<file path="config.mk">
export PLATFORM = sky130hd
export DESIGN_NAME = sdram_arbiter_flat
export DESIGN_NICKNAME = d
export VERILOG_FILES = /design/src/rtl/sdram_arbiter_if.sv /design/src/rtl/sdram_arbiter.sv /design/src/flat_wrapper.sv
export SDC_FILE = /design/constraint.sdc
export NUM_CORES = 1
export LEC_CHECK = 0
export ABC_AREA = 1
export CORE_UTILIZATION = 31
export DETAILED_ROUTE_END_ITERATION = 10
export PLACE_DENSITY = 0.79
export SLEW_MARGIN = 30
export SYNTH_ARGS = -nofsm -noshare
export SYNTH_HDL_FRONTEND = slang
export SYNTH_SLANG_ARGS = --single-unit
</file>
<file path="constraint.sdc">
create_clock -name sys_clk -period 1.3 [get_ports sys_clk]
set_input_delay 0.325 -clock sys_clk [delete_from_list [all_inputs] [get_ports sys_clk]]
set_output_delay 0.325 -clock sys_clk [all_outputs]
set_load 0.005 [all_outputs]
</file>
<file path="src/rtl/sdram_arbiter_if.sv">
// rtl/sdram_arbiter_if.sv - engine command buses, grants and SDRAM pins around the arbiter
interface sdram_arbiter_if #(
    parameter int ADDR_W = 12,
    parameter int BA_W   = 2
);
    logic [3:0]        init_cmd;
    logic [BA_W-1:0]   init_ba;
    logic [ADDR_W-1:0] init_addr;
    logic              init_end;

    logic              aref_req;
    logic              aref_end;
    logic [3:0]        aref_cmd;
    logic [BA_W-1:0]   aref_ba;
    logic [ADDR_W-1:0] aref_addr;

    logic              wr_req;
    logic              wr_end;
    logic [3:0]        wr_cmd;
    logic [BA_W-1:0]   wr_ba;
    logic [ADDR_W-1:0] wr_addr;

    logic              rd_req;
    logic              rd_end;
    logic [3:0]        rd_cmd;
    logic [BA_W-1:0]   rd_ba;
    logic [ADDR_W-1:0] rd_addr;

    logic              sr_req;
    logic              sr_cke;
    logic [3:0]        sr_cmd;
    logic [BA_W-1:0]   sr_ba;
    logic [ADDR_W-1:0] sr_addr;
    logic              sr_done;

    logic              sdram_init;
    logic              aref_en;
    logic              wr_en;
    logic              rd_en;
    logic              self_ref_en;
    logic              sdram_cke;
    logic [3:0]        sdram_cmd;
    logic [BA_W-1:0]   sdram_ba;
    logic [ADDR_W-1:0] sdram_addr;

    modport master (
        output init_cmd, init_ba, init_addr, init_end,
        output aref_req, aref_end, aref_cmd, aref_ba, aref_addr,
        output wr_req, wr_end, wr_cmd, wr_ba, wr_addr,
        output rd_req, rd_end, rd_cmd, rd_ba, rd_addr,
        output sr_req, sr_cke, sr_cmd, sr_ba, sr_addr, sr_done,
        input  sdram_init, aref_en, wr_en, rd_en, self_ref_en,
        input  sdram_cke, sdram_cmd, sdram_ba, sdram_addr
    );

    modport slave (
        input  init_cmd, init_ba, init_addr, init_end,
        input  aref_req, aref_end, aref_cmd, aref_ba, aref_addr,
        input  wr_req, wr_end, wr_cmd, wr_ba, wr_addr,
        input  rd_req, rd_end, rd_cmd, rd_ba, rd_addr,
        input  sr_req, sr_cke, sr_cmd, sr_ba, sr_addr, sr_done,
        output sdram_init, aref_en, wr_en, rd_en, self_ref_en,
        output sdram_cke, sdram_cmd, sdram_ba, sdram_addr
    );
endinterface

</file>
<file path="src/rtl/sdram_arbiter.sv">
// rtl/sdram_arbiter.sv - SDRAM engine arbiter and registered pin driver; SDRAM_ARB_FAIR_EN alternates write/read
module sdram_arbiter #(
    parameter int         ADDR_W  = 12,
    parameter int         BA_W    = 2,
    parameter logic [3:0] CMD_NOP = 4'b0111
) (
    input  logic           sys_clk,
    input  logic           sys_rst_n,
    sdram_arbiter_if.slave bus
);
    typedef enum logic [2:0] {
        IDLE, ARBIT, AREF, WRITE, READ, SELF_REF
    } state_t;

    state_t state;
    state_t arb_next;
    logic   first_cycle;
`ifdef SDRAM_ARB_FAIR_EN
    logic   last_was_wr;
`endif

    always_comb begin
        arb_next = ARBIT;
        if (bus.sr_req)
            arb_next = SELF_REF;
        else if (bus.aref_req)
            arb_next = AREF;
        else if (bus.wr_req && bus.rd_req)
`ifdef SDRAM_ARB_FAIR_EN
            arb_next = last_was_wr ? READ : WRITE;
`else
            arb_next = WRITE;
`endif
        else if (bus.wr_req)
            arb_next = WRITE;
        else if (bus.rd_req)
            arb_next = READ;
    end

    assign bus.aref_en     = (state == AREF);
    assign bus.wr_en       = (state == WRITE);
    assign bus.rd_en       = (state == READ);
    // first_cycle keeps the grant up for one cycle even if sr_req drops on the grant edge
    assign bus.self_ref_en = (state == SELF_REF) && (bus.sr_req || first_cycle);

    // Pins are always captured from the bus selected by the current state,
    // so cke and cmd share the same single-cycle latency.
    always_ff @(posedge sys_clk or negedge sys_rst_n) begin
        if (!sys_rst_n) begin
            state          <= IDLE;
            bus.sdram_init <= 1'b0;
            first_cycle    <= 1'b0;
`ifdef SDRAM_ARB_FAIR_EN
            last_was_wr    <= 1'b0;
`endif
            bus.sdram_cke  <= 1'b1;
            bus.sdram_cmd  <= CMD_NOP;
            bus.sdram_ba   <= {BA_W{1'b1}};
            bus.sdram_addr <= {ADDR_W{1'b1}};
        end else begin
            bus.sdram_cke  <= 1'b1;
            bus.sdram_cmd  <= CMD_NOP;
            bus.sdram_ba   <= {BA_W{1'b1}};
            bus.sdram_addr <= {ADDR_W{1'b1}};
            case (state)
                IDLE: begin
                    bus.sdram_cmd  <= bus.init_cmd;
                    bus.sdram_ba   <= bus.init_ba;
                    bus.sdram_addr <= bus.init_addr;
                    if (bus.init_end) begin
                        state          <= ARBIT;
                        bus.sdram_init <= 1'b1;
                    end
                end
                ARBIT: begin
                    state       <= arb_next;
                    first_cycle <= (arb_next == SELF_REF);
`ifdef SDRAM_ARB_FAIR_EN
                    if (arb_next == WRITE)
                        last_was_wr <= 1'b1;
                    else if (arb_next == READ)
                        last_was_wr <= 1'b0;
`endif
                end
                AREF: begin
                    bus.sdram_cmd  <= bus.aref_cmd;
                    bus.sdram_ba   <= bus.aref_ba;
                    bus.sdram_addr <= bus.aref_addr;
                    if (bus.aref_end)
                        state <= ARBIT;
                end
                WRITE: begin
                    bus.sdram_cmd  <= bus.wr_cmd;
                    bus.sdram_ba   <= bus.wr_ba;
                    bus.sdram_addr <= bus.wr_addr;
                    if (bus.wr_end)
                        state <= ARBIT;
                end
                READ: begin
                    bus.sdram_cmd  <= bus.rd_cmd;
                    bus.sdram_ba   <= bus.rd_ba;
                    bus.sdram_addr <= bus.rd_addr;
                    if (bus.rd_end)
                        state <= ARBIT;
                end
                SELF_REF: begin
                    first_cycle    <= 1'b0;
                    bus.sdram_cke  <= bus.sr_cke;
                    bus.sdram_cmd  <= bus.sr_cmd;
                    bus.sdram_ba   <= bus.sr_ba;
                    bus.sdram_addr <= bus.sr_addr;
                    if (bus.sr_done)
                        state <= ARBIT;
                end
                default: state <= IDLE;
            endcase
        end
    end
endmodule

</file>
<file path="src/flat_wrapper.sv">
// flat-port wrapper written by rule: the top's interface ports become plain ports
module sdram_arbiter_flat 
#(
    parameter int         ADDR_W  = 12,
    parameter int         BA_W    = 2,
    parameter logic [3:0] CMD_NOP = 4'b0111
)
  (sys_clk, sys_rst_n, bus_init_cmd, bus_init_ba, bus_init_addr, bus_init_end, bus_aref_req, bus_aref_end, bus_aref_cmd, bus_aref_ba, bus_aref_addr, bus_wr_req, bus_wr_end, bus_wr_cmd, bus_wr_ba, bus_wr_addr, bus_rd_req, bus_rd_end, bus_rd_cmd, bus_rd_ba, bus_rd_addr, bus_sr_req, bus_sr_cke, bus_sr_cmd, bus_sr_ba, bus_sr_addr, bus_sr_done, bus_sdram_init, bus_aref_en, bus_wr_en, bus_rd_en, bus_self_ref_en, bus_sdram_cke, bus_sdram_cmd, bus_sdram_ba, bus_sdram_addr);
  sdram_arbiter_if #(.ADDR_W(ADDR_W), .BA_W(BA_W)) bus_i ();
  input  logic sys_clk;
  input  logic sys_rst_n;
  input wire logic [$bits(bus_i.init_cmd)-1:0] bus_init_cmd;
  input wire logic [$bits(bus_i.init_ba)-1:0] bus_init_ba;
  input wire logic [$bits(bus_i.init_addr)-1:0] bus_init_addr;
  input wire logic [$bits(bus_i.init_end)-1:0] bus_init_end;
  input wire logic [$bits(bus_i.aref_req)-1:0] bus_aref_req;
  input wire logic [$bits(bus_i.aref_end)-1:0] bus_aref_end;
  input wire logic [$bits(bus_i.aref_cmd)-1:0] bus_aref_cmd;
  input wire logic [$bits(bus_i.aref_ba)-1:0] bus_aref_ba;
  input wire logic [$bits(bus_i.aref_addr)-1:0] bus_aref_addr;
  input wire logic [$bits(bus_i.wr_req)-1:0] bus_wr_req;
  input wire logic [$bits(bus_i.wr_end)-1:0] bus_wr_end;
  input wire logic [$bits(bus_i.wr_cmd)-1:0] bus_wr_cmd;
  input wire logic [$bits(bus_i.wr_ba)-1:0] bus_wr_ba;
  input wire logic [$bits(bus_i.wr_addr)-1:0] bus_wr_addr;
  input wire logic [$bits(bus_i.rd_req)-1:0] bus_rd_req;
  input wire logic [$bits(bus_i.rd_end)-1:0] bus_rd_end;
  input wire logic [$bits(bus_i.rd_cmd)-1:0] bus_rd_cmd;
  input wire logic [$bits(bus_i.rd_ba)-1:0] bus_rd_ba;
  input wire logic [$bits(bus_i.rd_addr)-1:0] bus_rd_addr;
  input wire logic [$bits(bus_i.sr_req)-1:0] bus_sr_req;
  input wire logic [$bits(bus_i.sr_cke)-1:0] bus_sr_cke;
  input wire logic [$bits(bus_i.sr_cmd)-1:0] bus_sr_cmd;
  input wire logic [$bits(bus_i.sr_ba)-1:0] bus_sr_ba;
  input wire logic [$bits(bus_i.sr_addr)-1:0] bus_sr_addr;
  input wire logic [$bits(bus_i.sr_done)-1:0] bus_sr_done;
  output wire logic [$bits(bus_i.sdram_init)-1:0] bus_sdram_init;
  output wire logic [$bits(bus_i.aref_en)-1:0] bus_aref_en;
  output wire logic [$bits(bus_i.wr_en)-1:0] bus_wr_en;
  output wire logic [$bits(bus_i.rd_en)-1:0] bus_rd_en;
  output wire logic [$bits(bus_i.self_ref_en)-1:0] bus_self_ref_en;
  output wire logic [$bits(bus_i.sdram_cke)-1:0] bus_sdram_cke;
  output wire logic [$bits(bus_i.sdram_cmd)-1:0] bus_sdram_cmd;
  output wire logic [$bits(bus_i.sdram_ba)-1:0] bus_sdram_ba;
  output wire logic [$bits(bus_i.sdram_addr)-1:0] bus_sdram_addr;
  assign bus_i.init_cmd = bus_init_cmd;
  assign bus_i.init_ba = bus_init_ba;
  assign bus_i.init_addr = bus_init_addr;
  assign bus_i.init_end = bus_init_end;
  assign bus_i.aref_req = bus_aref_req;
  assign bus_i.aref_end = bus_aref_end;
  assign bus_i.aref_cmd = bus_aref_cmd;
  assign bus_i.aref_ba = bus_aref_ba;
  assign bus_i.aref_addr = bus_aref_addr;
  assign bus_i.wr_req = bus_wr_req;
  assign bus_i.wr_end = bus_wr_end;
  assign bus_i.wr_cmd = bus_wr_cmd;
  assign bus_i.wr_ba = bus_wr_ba;
  assign bus_i.wr_addr = bus_wr_addr;
  assign bus_i.rd_req = bus_rd_req;
  assign bus_i.rd_end = bus_rd_end;
  assign bus_i.rd_cmd = bus_rd_cmd;
  assign bus_i.rd_ba = bus_rd_ba;
  assign bus_i.rd_addr = bus_rd_addr;
  assign bus_i.sr_req = bus_sr_req;
  assign bus_i.sr_cke = bus_sr_cke;
  assign bus_i.sr_cmd = bus_sr_cmd;
  assign bus_i.sr_ba = bus_sr_ba;
  assign bus_i.sr_addr = bus_sr_addr;
  assign bus_i.sr_done = bus_sr_done;
  assign bus_sdram_init = bus_i.sdram_init;
  assign bus_aref_en = bus_i.aref_en;
  assign bus_wr_en = bus_i.wr_en;
  assign bus_rd_en = bus_i.rd_en;
  assign bus_self_ref_en = bus_i.self_ref_en;
  assign bus_sdram_cke = bus_i.sdram_cke;
  assign bus_sdram_cmd = bus_i.sdram_cmd;
  assign bus_sdram_ba = bus_i.sdram_ba;
  assign bus_sdram_addr = bus_i.sdram_addr;
  sdram_arbiter #(.ADDR_W(ADDR_W), .BA_W(BA_W), .CMD_NOP(CMD_NOP)) u_core (.sys_clk(sys_clk), .sys_rst_n(sys_rst_n), .bus(bus_i));
endmodule
</file>
# After elaboration in Yosys (flattened, before gate mapping)
# Cells that the tools add are included.
# W data, S select, Z words.
op_classes:
  n_addsub: 0
  mul: 0
  n_div: 0
  order_cmp: 0
  n_eq_ne: 11
  shifts: 0
  mux: 16
  bitwise_logic: 0
  reduce_logical: 7
op_table:
  columns: ["op", "count"]
  rows:
  - ["$pmux W12 S5", 1]
  - ["$mux W3", 10]
  - ["$pmux W4 S5", 1]
  - ["$pmux W3 S6", 1]
  - ["$ne A2 B2 Y1 const B", 5]
  - ["$pmux W2 S5", 1]
  - ["$eq A3 B3 Y1 const B", 3]
  - ["$eq A3 B2 Y1 const B", 2]
  - ["$reduce_and A5 Y1", 1]
  - ["$eq A3 B1 Y1 const B", 1]
  - ["$logic_not A3 Y1", 1]
  - ["$logic_and A1 B1 Y1", 2]
  - ["$pmux W1 S2", 1]
  - ["$reduce_and A2 Y1", 1]
  - ["$reduce_bool A2 Y1", 1]
  - ["$logic_or A1 B1 Y1", 1]
  - ["$mux W1", 1]
totals:
  register_bits: 24
  latch_bits: 0
  ram_bits: 0
  romBits: 0
  inputBits: 102
  output_inout_bits: 24
  wordCells: 41
  memories: 0

# Logic depth before layout (Yosys ltp)
# Gate-level depths: netlist of run 1.
depth:
  word_depth: 7
  depth_mapped: 9
  ltp_nobuf: 7

# Least setup slack after synthesis of run 1
# Ideal clock, no wire load.
synth_path:
  kind: "register to output"
  startpoint: "register u_core.state[1]"
  endpoint: "output bus_self_ref_en"
  t_arrival_ns: 1.028
  t_required_ns: 0.975
  setup_slack_ns: -0.053
  stages_incl_launch_ff: 7
  n_path_buf: 1
  cell_sequence: "dfrtp_1 > buf_4 > inv_1 > nand2_4 > nor2_8 > inv_1 > a21oi_1"
synth_via:
  elab_chain_len: 2
synth_rtl:
  columns: ["item", "line", "rtl"]
  rows:
  - ["start, declared", "sdram_arbiter.sv:15", "state_t state;"]
  - ["start signal, assigned", "sdram_arbiter.sv:76", "state <= arb_next;"]
  - ["$eq A3 B3 Y1", "sdram_arbiter.sv:44", "assign bus.self_ref_en = (state == SELF_REF) && (bus.sr_req || first_cycle);"]
  - ["$logic_and A1 B1 Y1", "sdram_arbiter.sv:44", null]
  - ["end, declared", "flat_wrapper.sv:41", "output wire logic [$bits(bus_i.self_ref_en)-1:0] bus_self_ref_en;"]
# No other way between the ends.

# Worst setup path after layout of run 1
# Same ends and word-level chain as after synthesis.

==> metrics, run 1 <==
Synth Area in Simple Gates=0.3936; die height=75.79 um; cell taking the most area after synthesis=dfstp_2; most frequent cells in the layout=101 x clkdlybuf4s50_1, 75 x nand2_1, 28 x nor2_1; Critical Path Sink Type=output pin; RSZ-0062 raised after global routing=true; Period Utilization, post-route=1.229; dpl cells=456; antenna viol nets, final=0; sequential element share of the synthesized area=0.3692; #FFs+latches synth=24; antenna violations before repair=0; pre-CTS setup slack=-0.5279 ns; post-synthesis compound-gate area fraction=0.1134; Diodes inserted=0; row count=26; largest family of logic cells by synthesized area=simple AND/OR/NAND/NOR gates; Clock Tree Buf Depth=2; distinct cell type count after synthesis=28; status=complete, but fails checks; CTS Root Cell=clkbuf_8; total track usage=0.2207; Clock Sinks=24; Starting Density=0.3263; area of the multi-input gates=949.7 sq um; port buffer count=125; max_slew headroom=0.8400; Post-Syn Area=0.001688 sq mm; syn_nets=345; LEAKAGE=1.641 nW; final hold viol count=0; DP HPWL=4666 um; Max-cap violations=0; failing checks=setup timing; Adder-Cell Fraction of Synth Area=0; most common cell after layout, fill and taps aside=clkdlybuf4s50_1; Setup Skew=0.005969 ns; first-pass GRT wire length=9404 um; Routed wire per std cell=14.01 um; Synth top area share=0.2802; die width=75.79 um; worst slew pin tran=0.2389 ns; crit path launch type=flip-flop; vias in the first global route=2,087; Cells after Synth=243; arrival time at the worst endpoint=1.27 ns; CTS tree=yes; Critical Path RT=0.98 ns; die area=0.005744 sq mm; # IOs=126; Slew Limit Fails=0; kind of critical path=flip-flop to output pin; final std cells w/o fill=476; largest net degree at the start of global routing=25; Syn Area/Cell=6.946 sq um; synthesis warning total=0; drt drc=0; Critical R2R Capture=u_core.state[0]$_DFFE_PN0P_; Final nets=509; register area=624.3 sq um; worst-skew pair later-pin latency=0.27 ns; Tmin final=1.598 ns; TritonCTS Buffers=3; Clock transition at path regs=0.09 ns; Via-to-Cell Ratio=4.588; Placer Congestion=0.8927; FF-to-FF Start=u_core.state[1]$_DFFE_PN0P_; Peak VDD IR=0.8863 mV; H-tree depth=1; Post-Synth XOR/XNOR Area=0; CP max FO=2; R2R setup slack=-0.22 ns; Initial DRC Count=144; fmax=625.7 MHz; GRT overflow=0; R2R cell count=10; main area contributors after synthesis=dfstp_2 28%, nand2_1 20%, dfrtp_1 8.9%; area of the core=0.005172 sq mm; setup ws final=-0.2983 ns; power per standard cell area=1940 mW/mm^2; Hold Path Class=primary input to async pin; First-pass DRT Iterations=4; Area Growth Syn to Fin=104.8%; Hold Buf Count CTS=0; Post-Route WL=6671 um; # fillers=421; vias=2,184; share of layout cells above drive strength 1=0.3103; setup violation total in the final timing report=26; multiplexer share of the synthesized area=0
## stage by stage
stage,hold slack [ns],util,instance area [sq um],setup TNS (ns),power [mW]
3_5_place_dp,0.4735,0.6125,3168,-4.776,5.380
6_report,0.3933,0.6684,3457,-3.178,6.707
3_3_place_gp,0.4647,0.6125,3168,-3.329,5.263
5_1_grt,0.4088,0.6684,3457,-4.655,7.209
4_1_cts,0.3880,0.6551,3388,-2.543,6.450
2_1_floorplan,0.02941,-,1695,-0.008718,3.541
## critical path, stage by stage (launching register included)
cell	delay [ns]
dfrtp_1	0.41
buf_6	0.13
inv_4	0.05
nand2_4	0.06
nor2_8	0.10
inv_2	0.04
a21oi_2	0.09
buf_2	0.12
## where the power goes
part           total, mW  internal [mW]  switching [mW]  leakage [nW]
logic               4.74           2.38            2.36          1.35
clock network      0.528          0.271           0.257        0.0288
registers           1.44           1.33           0.114         0.260
total               6.71           3.97            2.73          1.64
## registers in the layout (all words and copies together), names as in the netlist
register / cells
u_core.bus.sdram_addr: 12
u_core.bus.sdram_cmd: 4
u_core.state: 3
u_core.bus.sdram_ba: 2
u_core.bus.sdram_cke: 1
u_core.bus.sdram_init: 1
u_core.first_cycle: 1
## area by class of cell
class	instances	share of cell area
flip-flops and latches	24	0.1806
repair buffers	167	0.4625
well taps	70	0.02533
inverters	33	0.04090
multi-input cells	178	0.2747
clock buffers	4	0.01592
## routing by layer
| layer | vias up | track usage | routed length, um |
|---|---|---|---|
| met5 | - | 0 | 0 |
| met4 | 0 | 0.08230 | 108 |
| met3 | 10 | 0.04630 | 556 |
| met2 | 106 | 0.4041 | 3463 |
| met1 | 986 | 0.2502 | 2543 |
| li1 | 1082 | - | - |
## cell usage after synthesis, drive strengths merged
library cell,instances
o22ai,1
nand2,91
o21ai,6
o211ai,1
a22oi,2
or2,1
nand4,5
nand3,8
nor2,33
nor3,2
nand3b,6
dfrtp,6
dfstp,18
a21oi,19
inv,33
buf,8
o21bai,3
## cells by family (layout without fill, tap and decap cells)
kind of cell	after synthesis	in the layout
simple gates	146	146
buf+inv	41	204
compound gates	32	32
flops	24	24
## what timing repair did
item                       in CTS  in global routing
pin swaps                      23                  5
setup buffers                  11                  5
gates cloned                    1                  2
gates resized for setup       142                  7
setup endpoints to repair      46                 27
## worst max-delay path by stage
stage                                startpoint              end  slack [ns]  cells past startpoint
floorplan           u_core.state[1]$_DFFE_PN0P_        bus_rd_en      -0.009                      3
global placement                     bus_sr_req  bus_self_ref_en       -0.48                      4
detailed placement                   bus_sr_req  bus_self_ref_en       -0.53                      4
CTS                 u_core.state[1]$_DFFE_PN0P_  bus_self_ref_en       -0.30                      7
global route        u_core.state[1]$_DFFE_PN0P_  bus_self_ref_en       -0.36                      7
finish              u_core.state[1]$_DFFE_PN0P_  bus_self_ref_en       -0.30                      7
Power figures use the tool's default switching activity.
==> inputs of run 2 (changes only) <==
--- a/config.mk
+++ b/config.mk
@@ -6,6 +6,7 @@
 export NUM_CORES = 1
 export LEC_CHECK = 0
 export ABC_AREA = 1
+export CORE_MARGIN = 1
 export CORE_UTILIZATION = 31
 export DETAILED_ROUTE_END_ITERATION = 10
 export PLACE_DENSITY = 0.79
==> results of run 2 <==
The final DEF is identical to that of run 1; final timing and power are the same.
